===== src/rtl/redmule_pkg.sv =====
// Shared types for the RedMulE tile sequencer: FSM state encoding and default counter width.
package redmule_pkg;

   localparam int unsigned CntWidthDef = 16;

   typedef enum logic [2:0] {
      SEQ_IDLE,
      SEQ_LOAD_X,
      SEQ_LOAD_W,
      SEQ_START,
      SEQ_COMPUTE,
      SEQ_STORE_Z,
      SEQ_DONE
   } redmule_seq_state_e;

endpackage


===== src/rtl/redmule_tile_counter.sv =====
// One tile-loop counter: latches its tile count at job start and tracks the current index.
module redmule_tile_counter
   import redmule_pkg::*;
#(
   parameter int unsigned CntWidth = CntWidthDef
) (
   input  logic                clk_i,
   input  logic                rst_ni,
   input  logic                clear_i,
   input  logic                load_i,
   input  logic [CntWidth-1:0] count_i,
   input  logic                incr_i,
   input  logic                rst_idx_i,
   output logic [CntWidth-1:0] idx_o,
   output logic                last_o
);

   logic [CntWidth-1:0] count_q;

   always_ff @(posedge clk_i or negedge rst_ni) begin
      if (!rst_ni) begin
         count_q <= '0;
         idx_o   <= '0;
      end else if (clear_i) begin
         count_q <= '0;
         idx_o   <= '0;
      end else if (load_i) begin
         count_q <= count_i;
         idx_o   <= '0;
      end else if (rst_idx_i) begin
         idx_o <= '0;
      end else if (incr_i) begin
         idx_o <= idx_o + CntWidth'(1);
      end
   end

   // Compare against count-1 so an all-ones count never needs the index to wrap.
   assign last_o = (idx_o == count_q - CntWidth'(1));

endmodule


===== src/rtl/redmule_tile_sequencer.sv =====
// Walks a tiled GEMM job (m outer, n middle, k inner), issuing X/W loads, engine
// compute pulses and one Z store per (m,n) through req/gnt handshakes.
module redmule_tile_sequencer
   import redmule_pkg::*;
#(
   parameter int unsigned CntWidth = CntWidthDef
) (
   input  logic                clk_i,
   input  logic                rst_ni,
   input  logic                clear_i,
   input  logic                start_i,
   input  logic [CntWidth-1:0] m_tiles_i,
   input  logic [CntWidth-1:0] n_tiles_i,
   input  logic [CntWidth-1:0] k_tiles_i,
   output logic                x_req_o,
   input  logic                x_gnt_i,
   output logic                w_req_o,
   input  logic                w_gnt_i,
   output logic                eng_start_o,
   input  logic                eng_done_i,
   output logic                z_req_o,
   input  logic                z_gnt_i,
   output logic [CntWidth-1:0] m_idx_o,
   output logic [CntWidth-1:0] n_idx_o,
   output logic [CntWidth-1:0] k_idx_o,
   output logic                busy_o,
   output logic                done_o
);

   redmule_seq_state_e state_q;

   logic load;
   logic zero_cnt;
   logic m_incr, m_rst, m_last;
   logic n_incr, n_rst, n_last;
   logic k_incr, k_rst, k_last;

   // Counter controls: indices move only on completed handshakes and at DONE.
   always_comb begin
      load     = 1'b0;
      zero_cnt = (m_tiles_i == '0) || (n_tiles_i == '0) || (k_tiles_i == '0);
      m_incr   = 1'b0;
      m_rst    = 1'b0;
      n_incr   = 1'b0;
      n_rst    = 1'b0;
      k_incr   = 1'b0;
      k_rst    = 1'b0;
      case (state_q)
         SEQ_IDLE: load = start_i;
         SEQ_COMPUTE: begin
            if (eng_done_i) begin
               k_incr = !k_last;
               k_rst  = k_last;
            end
         end
         SEQ_STORE_Z: begin
            if (z_gnt_i) begin
               n_incr = !n_last;
               n_rst  = n_last && !m_last;
               m_incr = n_last && !m_last;
            end
         end
         SEQ_DONE: begin
            m_rst = 1'b1;
            n_rst = 1'b1;
            k_rst = 1'b1;
         end
         default: ;
      endcase
   end

   redmule_tile_counter #(.CntWidth(CntWidth)) i_m_cnt (
      .clk_i    (clk_i),
      .rst_ni   (rst_ni),
      .clear_i  (clear_i),
      .load_i   (load),
      .count_i  (m_tiles_i),
      .incr_i   (m_incr),
      .rst_idx_i(m_rst),
      .idx_o    (m_idx_o),
      .last_o   (m_last)
   );

   redmule_tile_counter #(.CntWidth(CntWidth)) i_n_cnt (
      .clk_i    (clk_i),
      .rst_ni   (rst_ni),
      .clear_i  (clear_i),
      .load_i   (load),
      .count_i  (n_tiles_i),
      .incr_i   (n_incr),
      .rst_idx_i(n_rst),
      .idx_o    (n_idx_o),
      .last_o   (n_last)
   );

   redmule_tile_counter #(.CntWidth(CntWidth)) i_k_cnt (
      .clk_i    (clk_i),
      .rst_ni   (rst_ni),
      .clear_i  (clear_i),
      .load_i   (load),
      .count_i  (k_tiles_i),
      .incr_i   (k_incr),
      .rst_idx_i(k_rst),
      .idx_o    (k_idx_o),
      .last_o   (k_last)
   );

   // State and registered outputs; each req is set on entry to its state and cleared on its gnt.
   always_ff @(posedge clk_i or negedge rst_ni) begin
      if (!rst_ni) begin
         state_q     <= SEQ_IDLE;
         x_req_o     <= 1'b0;
         w_req_o     <= 1'b0;
         z_req_o     <= 1'b0;
         eng_start_o <= 1'b0;
         busy_o      <= 1'b0;
         done_o      <= 1'b0;
      end else if (clear_i) begin
         state_q     <= SEQ_IDLE;
         x_req_o     <= 1'b0;
         w_req_o     <= 1'b0;
         z_req_o     <= 1'b0;
         eng_start_o <= 1'b0;
         busy_o      <= 1'b0;
         done_o      <= 1'b0;
      end else begin
         eng_start_o <= 1'b0;
         done_o      <= 1'b0;
         case (state_q)
            SEQ_IDLE: begin
               if (start_i) begin
                  busy_o <= 1'b1;
                  if (zero_cnt) begin
                     state_q <= SEQ_DONE;
                  end else begin
                     state_q <= SEQ_LOAD_X;
                     x_req_o <= 1'b1;
                  end
               end
            end
            SEQ_LOAD_X: begin
               if (x_gnt_i) begin
                  state_q <= SEQ_LOAD_W;
                  x_req_o <= 1'b0;
                  w_req_o <= 1'b1;
               end
            end
            SEQ_LOAD_W: begin
               if (w_gnt_i) begin
                  state_q     <= SEQ_START;
                  w_req_o     <= 1'b0;
                  eng_start_o <= 1'b1;
               end
            end
            SEQ_START: state_q <= SEQ_COMPUTE;
            SEQ_COMPUTE: begin
               if (eng_done_i) begin
                  if (k_last) begin
                     state_q <= SEQ_STORE_Z;
                     z_req_o <= 1'b1;
                  end else begin
                     state_q <= SEQ_LOAD_X;
                     x_req_o <= 1'b1;
                  end
               end
            end
            SEQ_STORE_Z: begin
               if (z_gnt_i) begin
                  z_req_o <= 1'b0;
                  if (n_last && m_last) begin
                     state_q <= SEQ_DONE;
                  end else begin
                     state_q <= SEQ_LOAD_X;
                     x_req_o <= 1'b1;
                  end
               end
            end
            SEQ_DONE: begin
               state_q <= SEQ_IDLE;
               busy_o  <= 1'b0;
               done_o  <= 1'b1;
            end
            default: state_q <= SEQ_IDLE;
         endcase
      end
   end

endmodule

===== config.mk =====
export PLATFORM = sky130hd
export DESIGN_NAME = redmule_tile_sequencer
export DESIGN_NICKNAME = d
export VERILOG_FILES = /design/src/rtl/redmule_pkg.sv /design/src/rtl/redmule_tile_counter.sv /design/src/rtl/redmule_tile_sequencer.sv
export SDC_FILE = /design/constraint.sdc
export NUM_CORES = 1
export LEC_CHECK = 0
export CAP_MARGIN = 30
export CORE_ASPECT_RATIO = 0.9
export CORE_MARGIN = 8
export CORE_UTILIZATION = 45
export DETAILED_ROUTE_END_ITERATION = 6
export PLACE_DENSITY = 0.69
export SYNTH_ARGS = -nofsm -noshare
export SYNTH_HDL_FRONTEND = slang
export SYNTH_SLANG_ARGS = --single-unit

===== constraint.sdc =====
create_clock -name clk_i -period 4.1 [get_ports clk_i]
set_clock_uncertainty 0.2 [all_clocks]
set_input_delay 0.82 -clock clk_i [delete_from_list [all_inputs] [get_ports clk_i]]
set_output_delay 0.82 -clock clk_i [all_outputs]
set_load 0.02 [all_outputs]

==> summary.md, run 1 <==
| Metric | Value |
|---|---|
| Outcome | complete, no violations |
| Worst setup EP type | register |
| Post-synthesis cell area | 6673 sq um |
| Resize count post-CTS | 0 |
| Post-CTS Hold Buffers | 0 |
| Number of enable flip-flop cells after synthesis | 0 |
| Worst setup path category | reg -> reg |
| Total number of yosys warnings | 0 |
| Number of diodes added for antenna fixing | 0 |
| Number of global-route vias before repair | 5738 |
| Clock network latency to the later pin of the worst-skew pair | 0.36 ns |
| Net count after synthesis | 767 |
| Ys async rst share | 1.000 |
| Slew at the pin closest to its max-slew limit | 0.7237 ns |
| Maximum VDD drop | 253.4 uV |
| Footprint of the flip-flops and latches | 2628 sq um |
| Largest driver fanout on the critical path | 14 |
| Most frequent cells in the layout | 108 x sky130_fd_sc_hd__clkdlybuf4s50_1, 105 x sky130_fd_sc_hd__dfrtp_1, 63 x sky130_fd_sc_hd__nor2_1 |
| Reg2Reg Setup Slack | 0.37 ns |
| Final critical-path required period | 3.725 ns |
| Mapped Cells | 705 |
| Worst path required time | 4.19 ns |
| Die span in x | 144.4 microns |
| Detail Route Antenna Nets | 0 |
| Max Cap Viol | 0 |
| CTS sink cnt | 105 |
| Data arrival time of the worst path | 3.82 ns |
| Total number of placement rows | 42 |
| Clock root buffer master | sky130_fd_sc_hd__clkbuf_16 |
| Gr usage total | 0.1978 |
| Worst Hold Class | in -> async |
| Ys flop type | sky130_fd_sc_hd__dfrtp_1 |
| Number of endpoints with negative hold slack in the final report | 0 |
| Clock Path Buffers | 2 |
| Final weighted congestion in routability-driven placement | 0.8770 |
| Overall via count from detail_route | 5937 |
| Post-layout net count | 867 |
| Pins over their slew limit | 0 |
| Clock input transition at the sequential cells of the worst setup and hold paths | 0.07 ns |
| Syn Area/Cell | 9.465 sq um |
| Sequential share of the synthesized area | 0.3938 |
| Wire per inst | 18.35 microns |
| Overall die area | 18990 sq um |
| Critical path launch point type | register |
| Portion of the clock cycle consumed by the worst path in the final layout | 0.9086 |
| CTS tree | done |
| Filler cell count | 1344 |
| Setup Buffers After CTS | 0 |
| Via density per instance | 5.896 |
| Initial antenna violation count | 0 |
| Filler-free cell count of the finished design | 1007 |
| Max transition margin | 0.5175 |
| Global-route wire length before repair | 30190 microns |
| Core area | 14610 sq um |
| Setup TNS | 0 ns |
| Pwr per Cell Area | 453.1 nW/um^2 |
| Post-synthesis cell type count | 80 |
| Fraction of layout instances using a drive strength above 1 | 0.09518 |
| H-Tree Level Count | 3 |
| IO buf count | 109 |
| Drt total wl | 18480 microns |
| Detailed-route DRC error count | 0 |
| Overall overflow remaining after global route | 0 |
| Total leakage power | 0.003265 uW |
| Number of placed cells counting well taps | 991 |
| Yosys reg bits | 105 |
| Number of CTS-inserted buffers | 9 |
| Ports placed on the boundary | 110 |
| Total half-perimeter wirelength after legalization and detailed placement | 13940 microns |
| Growth of design area from synthesis to finish | 23.96% |
| Starting utilization of the core area | 0.4567 |
| RSZ-0062 raised after global routing | no |
| Max Freq | 268.4 MHz |
| Most frequent standard cell in the layout excluding fill and tap cells | sky130_fd_sc_hd__clkdlybuf4s50_1 |
| Area of the multi-input gates | 3840 sq um |
| Maximum number of pins on one net before global-route repair | 78 |
| Final-report setup violation count | 0 |
| DRT Pass-1 Iters | 5 |
| DRC marker count from the first detailed-route iteration | 513 |
| Vertical die dimension | 131.5 microns |
-- cells by family (layout without fill, tap and decap cells) --
family / after synthesis / in the layout / synth area share
AND/OR/NAND/NOR: 307 / 307 / 0.2719
AO/OA/AOI/OAI: 133 / 133 / 0.1528
flip-flops: 105 / 105 / 0.3938
XOR/XNOR: 93 / 93 / 0.1221
buffers and inverters: 52 / 156 / 0.03450
multiplexers: 9 / 9 / 0.01369
adder cells (fa/ha/maj): 6 / 6 / 0.01125
-- worst paths after layout --
kind                                           from                   to  cells past startpoint
worst min-delay path                         rst_ni     i_m_cnt.idx_o[4]                      1
worst max register to register   i_n_cnt.count_q[0]     i_m_cnt.idx_o[8]                     10
worst min register to register  i_k_cnt.count_q[15]  i_k_cnt.count_q[15]                      1
min in group clk_i              i_k_cnt.count_q[15]  i_k_cnt.count_q[15]                      1
max in group asynchronous                    rst_ni  i_k_cnt.count_q[13]                      3
worst max-delay path             i_n_cnt.count_q[0]     i_m_cnt.idx_o[8]                     10
-- layout make-up --
type / count / share of cell area
multi-input cells: 548 / 0.4642
repair buffers: 124 / 0.1476
clock inverters: 4 / 0.003479
well taps: 198 / 0.02995
inverters: 17 / 0.007714
flip-flops and latches: 105 / 0.3177
clock buffers: 11 / 0.02935
-- synthesized netlist by cell type (10+ instances only) --
library cell / instances / area, sq um
sky130_fd_sc_hd__a21oi_1: 20 / 100.1
sky130_fd_sc_hd__a22o_1: 49 / 429.2
sky130_fd_sc_hd__clkbuf_1: 22 / 82.58
sky130_fd_sc_hd__dfrtp_1: 105 / 2628
sky130_fd_sc_hd__inv_1: 16 / 60.06
sky130_fd_sc_hd__nand2_1: 46 / 172.7
sky130_fd_sc_hd__nand3_1: 27 / 135.1
sky130_fd_sc_hd__nand4_1: 15 / 93.84
sky130_fd_sc_hd__nor2_1: 63 / 236.5
sky130_fd_sc_hd__nor2_2: 10 / 62.56
sky130_fd_sc_hd__nor3_1: 27 / 135.1
sky130_fd_sc_hd__nor4_1: 24 / 150.1
sky130_fd_sc_hd__o21ai_0: 13 / 65.06
sky130_fd_sc_hd__or3_1: 10 / 62.56
sky130_fd_sc_hd__xnor2_1: 55 / 481.7
sky130_fd_sc_hd__xor2_1: 38 / 332.8
-- registers in the layout (all words and copies together) (netlist names), 3 cells and up --
name / count
i_k_cnt.idx_o: 16
i_n_cnt.idx_o: 16
i_k_cnt.count_q: 16
state_q: 3
i_m_cnt.idx_o: 16
i_m_cnt.count_q: 16
i_n_cnt.count_q: 16
-- metrics by stage --
step | utilization | cell area, sq um | worst slack (ns) | hold slack [ns] | total power (uW)
floorplan | - | 6673 | 0.9886 | 0.2947 | 2504
global placement | 0.5454 | 7968 | 0.5518 | 0.3129 | 2874
detailed placement | 0.5454 | 7968 | 0.3921 | 0.3242 | 2918
CTS | 0.5640 | 8239 | 0.3677 | 0.3394 | 3746
global route | 0.5662 | 8272 | 0.1072 | 0.1586 | 3991
finish | 0.5662 | 8272 | 0.3748 | 0.1468 | 3748
-- worst max-delay path, stage by stage, from the launching register on --
cell and delay [ns]:
sky130_fd_sc_hd__dfrtp_1 0.46, sky130_fd_sc_hd__inv_1 0.09, sky130_fd_sc_hd__ha_1 0.24, sky130_fd_sc_hd__nor3b_1 0.36
sky130_fd_sc_hd__nand4_1 0.24, sky130_fd_sc_hd__a221oi_1 0.38, sky130_fd_sc_hd__a211oi_1 0.13, sky130_fd_sc_hd__nor4_1 0.61
sky130_fd_sc_hd__nand3_2 0.32, sky130_fd_sc_hd__or4_1 0.54, sky130_fd_sc_hd__nand2_1 0.09
-- where the power goes --
part,total [uW],internal [uW],switching [uW]
clock,821,427,395
combinational,1540,706,835
sequential,1390,1150,231
total,3750,2290,1460
-- per-layer routing --
| layer | wire [microns] | up-vias | GRT usage |
|---|---|---|---|
| met1 | 8652 | 2910 | 0.2752 |
| li1 | - | 2796 | - |
| met4 | 418 | 0 | 0.07221 |
| met2 | 8162 | 200 | 0.2890 |
| met3 | 1243 | 31 | 0.05033 |
| met5 | 0 | - | 0 |
(Power assumes the default switching activity.)
==> run 2: changes to the inputs <==
--- a/config.mk
+++ b/config.mk
@@ -5,8 +5,7 @@
 export SDC_FILE = /design/constraint.sdc
 export NUM_CORES = 1
 export LEC_CHECK = 0
-export CAP_MARGIN = 30
-export CORE_ASPECT_RATIO = 0.9
+export CORE_ASPECT_RATIO = 1.4
 export CORE_MARGIN = 8
 export CORE_UTILIZATION = 45
 export DETAILED_ROUTE_END_ITERATION = 6
==> run 2 against run 1 <==
Effect of this change:
- global-route usage up 0.20 points
- fmax up 2.1%
- setup slack better by 0.078 ns
- wire length up 1.7%
- sequential power about the same
- via count down 0.57%
- die area up 0.26%
- core utilization up 0.28 points
==> summary.md, run 2 (synthesis results as in run 1) <==
| Metric | Value |
|---|---|
| Outcome | complete, no violations |
| Maximum number of pins on one net before global-route repair | 78 |
| Worst path required time | 4.18 ns |
| Number of diodes added for antenna fixing | 0 |
| Overall via count from detail_route | 5903 |
| DRC marker count from the first detailed-route iteration | 341 |
| CTS tree | done |
| Critical Path Max Stage Delay | 0.49 ns |
| Gr usage total | 0.1998 |
| Max Cap Viol | 0 |
| Clock Path Buffers | 2 |
| Number of endpoints with negative hold slack in the final report | 0 |
| Total number of placement rows | 52 |
| Wire per inst | 18.89 microns |
| IO buf count | 109 |
| Core area | 14510 sq um |
| Setup Buffers After CTS | 0 |
| Pwr per Cell Area | 462.1 nW/um^2 |
| Detail Route Antenna Nets | 0 |
| Most frequent standard cell in the layout excluding fill and tap cells | sky130_fd_sc_hd__clkdlybuf4s50_1 |
| Final hold slack | 0.3299 ns |
| Worst Hold Class | reg -> reg |
| Drt total wl | 18790 microns |
| Total leakage power | 0.003270 uW |
| Overall die area | 19040 sq um |
| Post-layout net count | 864 |
| Slowest stage cell, crit path | sky130_fd_sc_hd__nor3b_2 |
| Global-route wire length before repair | 31330 microns |
| Final weighted congestion in routability-driven placement | 0.8816 |
| DRT Pass-1 Iters | 4 |
| RSZ-0062 raised after global routing | no |
| Filler cell count | 1289 |
| Total half-perimeter wirelength after legalization and detailed placement | 14210 microns |
| Ports placed on the boundary | 110 |
| Max Freq | 274.2 MHz |
| Cells along the critical path | inv_1, ha_1, nor3b_2, nand3_1, o31a_1, a2111oi_0, nand4_1, and2_1, nand3_1, o21ai_0, a21oi_1 |
| Number of placed cells counting well taps | 980 |
| Worst setup path category | reg -> reg |
| CTS sink cnt | 105 |
| Slew at the pin closest to its max-slew limit | 1.004 ns |
| Number of CTS-inserted buffers | 9 |
| Setup TNS | 0 ns |
| Clock network latency to the later pin of the worst-skew pair | 0.35 ns |
| Most frequent cells in the layout | 108 x sky130_fd_sc_hd__clkdlybuf4s50_1, 105 x sky130_fd_sc_hd__dfrtp_1, 63 x sky130_fd_sc_hd__nor2_1 |
| Filler-free cell count of the finished design | 995 |
| Growth of design area from synthesis to finish | 23.72% |
| Resize count post-CTS | 0 |
| Post-CTS Hold Buffers | 0 |
| Total placed instance area | 7941 sq um |
| Via density per instance | 5.933 |
| Number of buffers and inverters on the critical path | 1 |
| Final-report setup violation count | 0 |
| Portion of the clock cycle consumed by the worst path in the final layout | 0.8895 |
| Maximum VDD drop | 196.7 uV |
| Pins over their slew limit | 0 |
| Max transition margin | 0.3304 |
| Starting utilization of the core area | 0.4599 |
| Final critical-path required period | 3.647 ns |
| Initial antenna violation count | 0 |
| Most common cell on crit path | sky130_fd_sc_hd__nand3_1 |
| Data arrival time of the worst path | 3.72 ns |
| Vertical die dimension | 160.1 microns |
| Total power | 3815 uW |
| Worst setup EP type | register |
| Detailed-route DRC error count | 0 |
| Overall overflow remaining after global route | 0 |
| Clock input transition at the sequential cells of the worst setup and hold paths | 0.07 ns |
| Top Family by Delay on Critical Path | simple AND/OR/NAND/NOR gates |
| Number of global-route vias before repair | 6026 |
| H-Tree Level Count | 3 |
| Largest driver fanout on the critical path | 14 |
| Post-route design area | 8255 sq um |
| Fraction of layout instances using a drive strength above 1 | 0.09181 |
| Clock root buffer master | sky130_fd_sc_hd__clkbuf_16 |
| Critical path launch point type | register |
| Die span in x | 118.9 microns |
-- run 2: final cells by class --
cell class / instances / area (sq um) / area share
clock inverters: 3 / 47.55 / 0.005759
well taps: 189 / 236.5 / 0.02865
multi-input cells: 548 / 3835 / 0.4645
clock buffers: 12 / 266.5 / 0.03228
inverters: 17 / 63.81 / 0.007730
flip-flops and latches: 105 / 2628 / 0.3183
repair buffers: 121 / 1179 / 0.1428
-- run 2: power by group --
group	switching, uW	internal [uW]	total (uW)	leakage [uW]
registers	235	1150	1390	0.00144
logic	824	693	1520	0.00167
clock network	384	524	908	0.000155
total	1440	2370	3810	0.00327
-- run 2: path summary, 6_finish.rpt --
| kind | start | endpoint | slack, ns | depth (start not counted) |
|---|---|---|---|---|
| worst max-delay path | i_m_cnt.count_q[0] | i_m_cnt.idx_o[10] | 0.45 | 11 |
| worst min-delay path | i_k_cnt.count_q[15] | i_k_cnt.count_q[15] | 0.33 | 1 |
| worst max register to register | i_m_cnt.count_q[0] | i_m_cnt.idx_o[10] | 0.45 | 11 |
| worst min register to register | i_k_cnt.count_q[15] | i_k_cnt.count_q[15] | 0.33 | 1 |
| max in group asynchronous | rst_ni | i_k_cnt.count_q[4] | 2.45 | 2 |
| min in group asynchronous | rst_ni | i_m_cnt.count_q[10] | 0.41 | 1 |
-- run 2: stage by stage --
stage | util | setup WS, ns
6_report | 0.5690 | 0.4529
5_1_grt | 0.5690 | 0.06566
4_1_cts | 0.5690 | 0.4638
3_5_place_dp | 0.5473 | 0.4881
3_3_place_gp | 0.5473 | 0.5821
2_1_floorplan | - | 0.9886
-- run 2: per-layer routing --
layer  routed length, microns  GRT usage
met3                      637    0.02505
met4                      615    0.09983
met1                     7944     0.2331
met2                     9596     0.3515
met5                        0          0
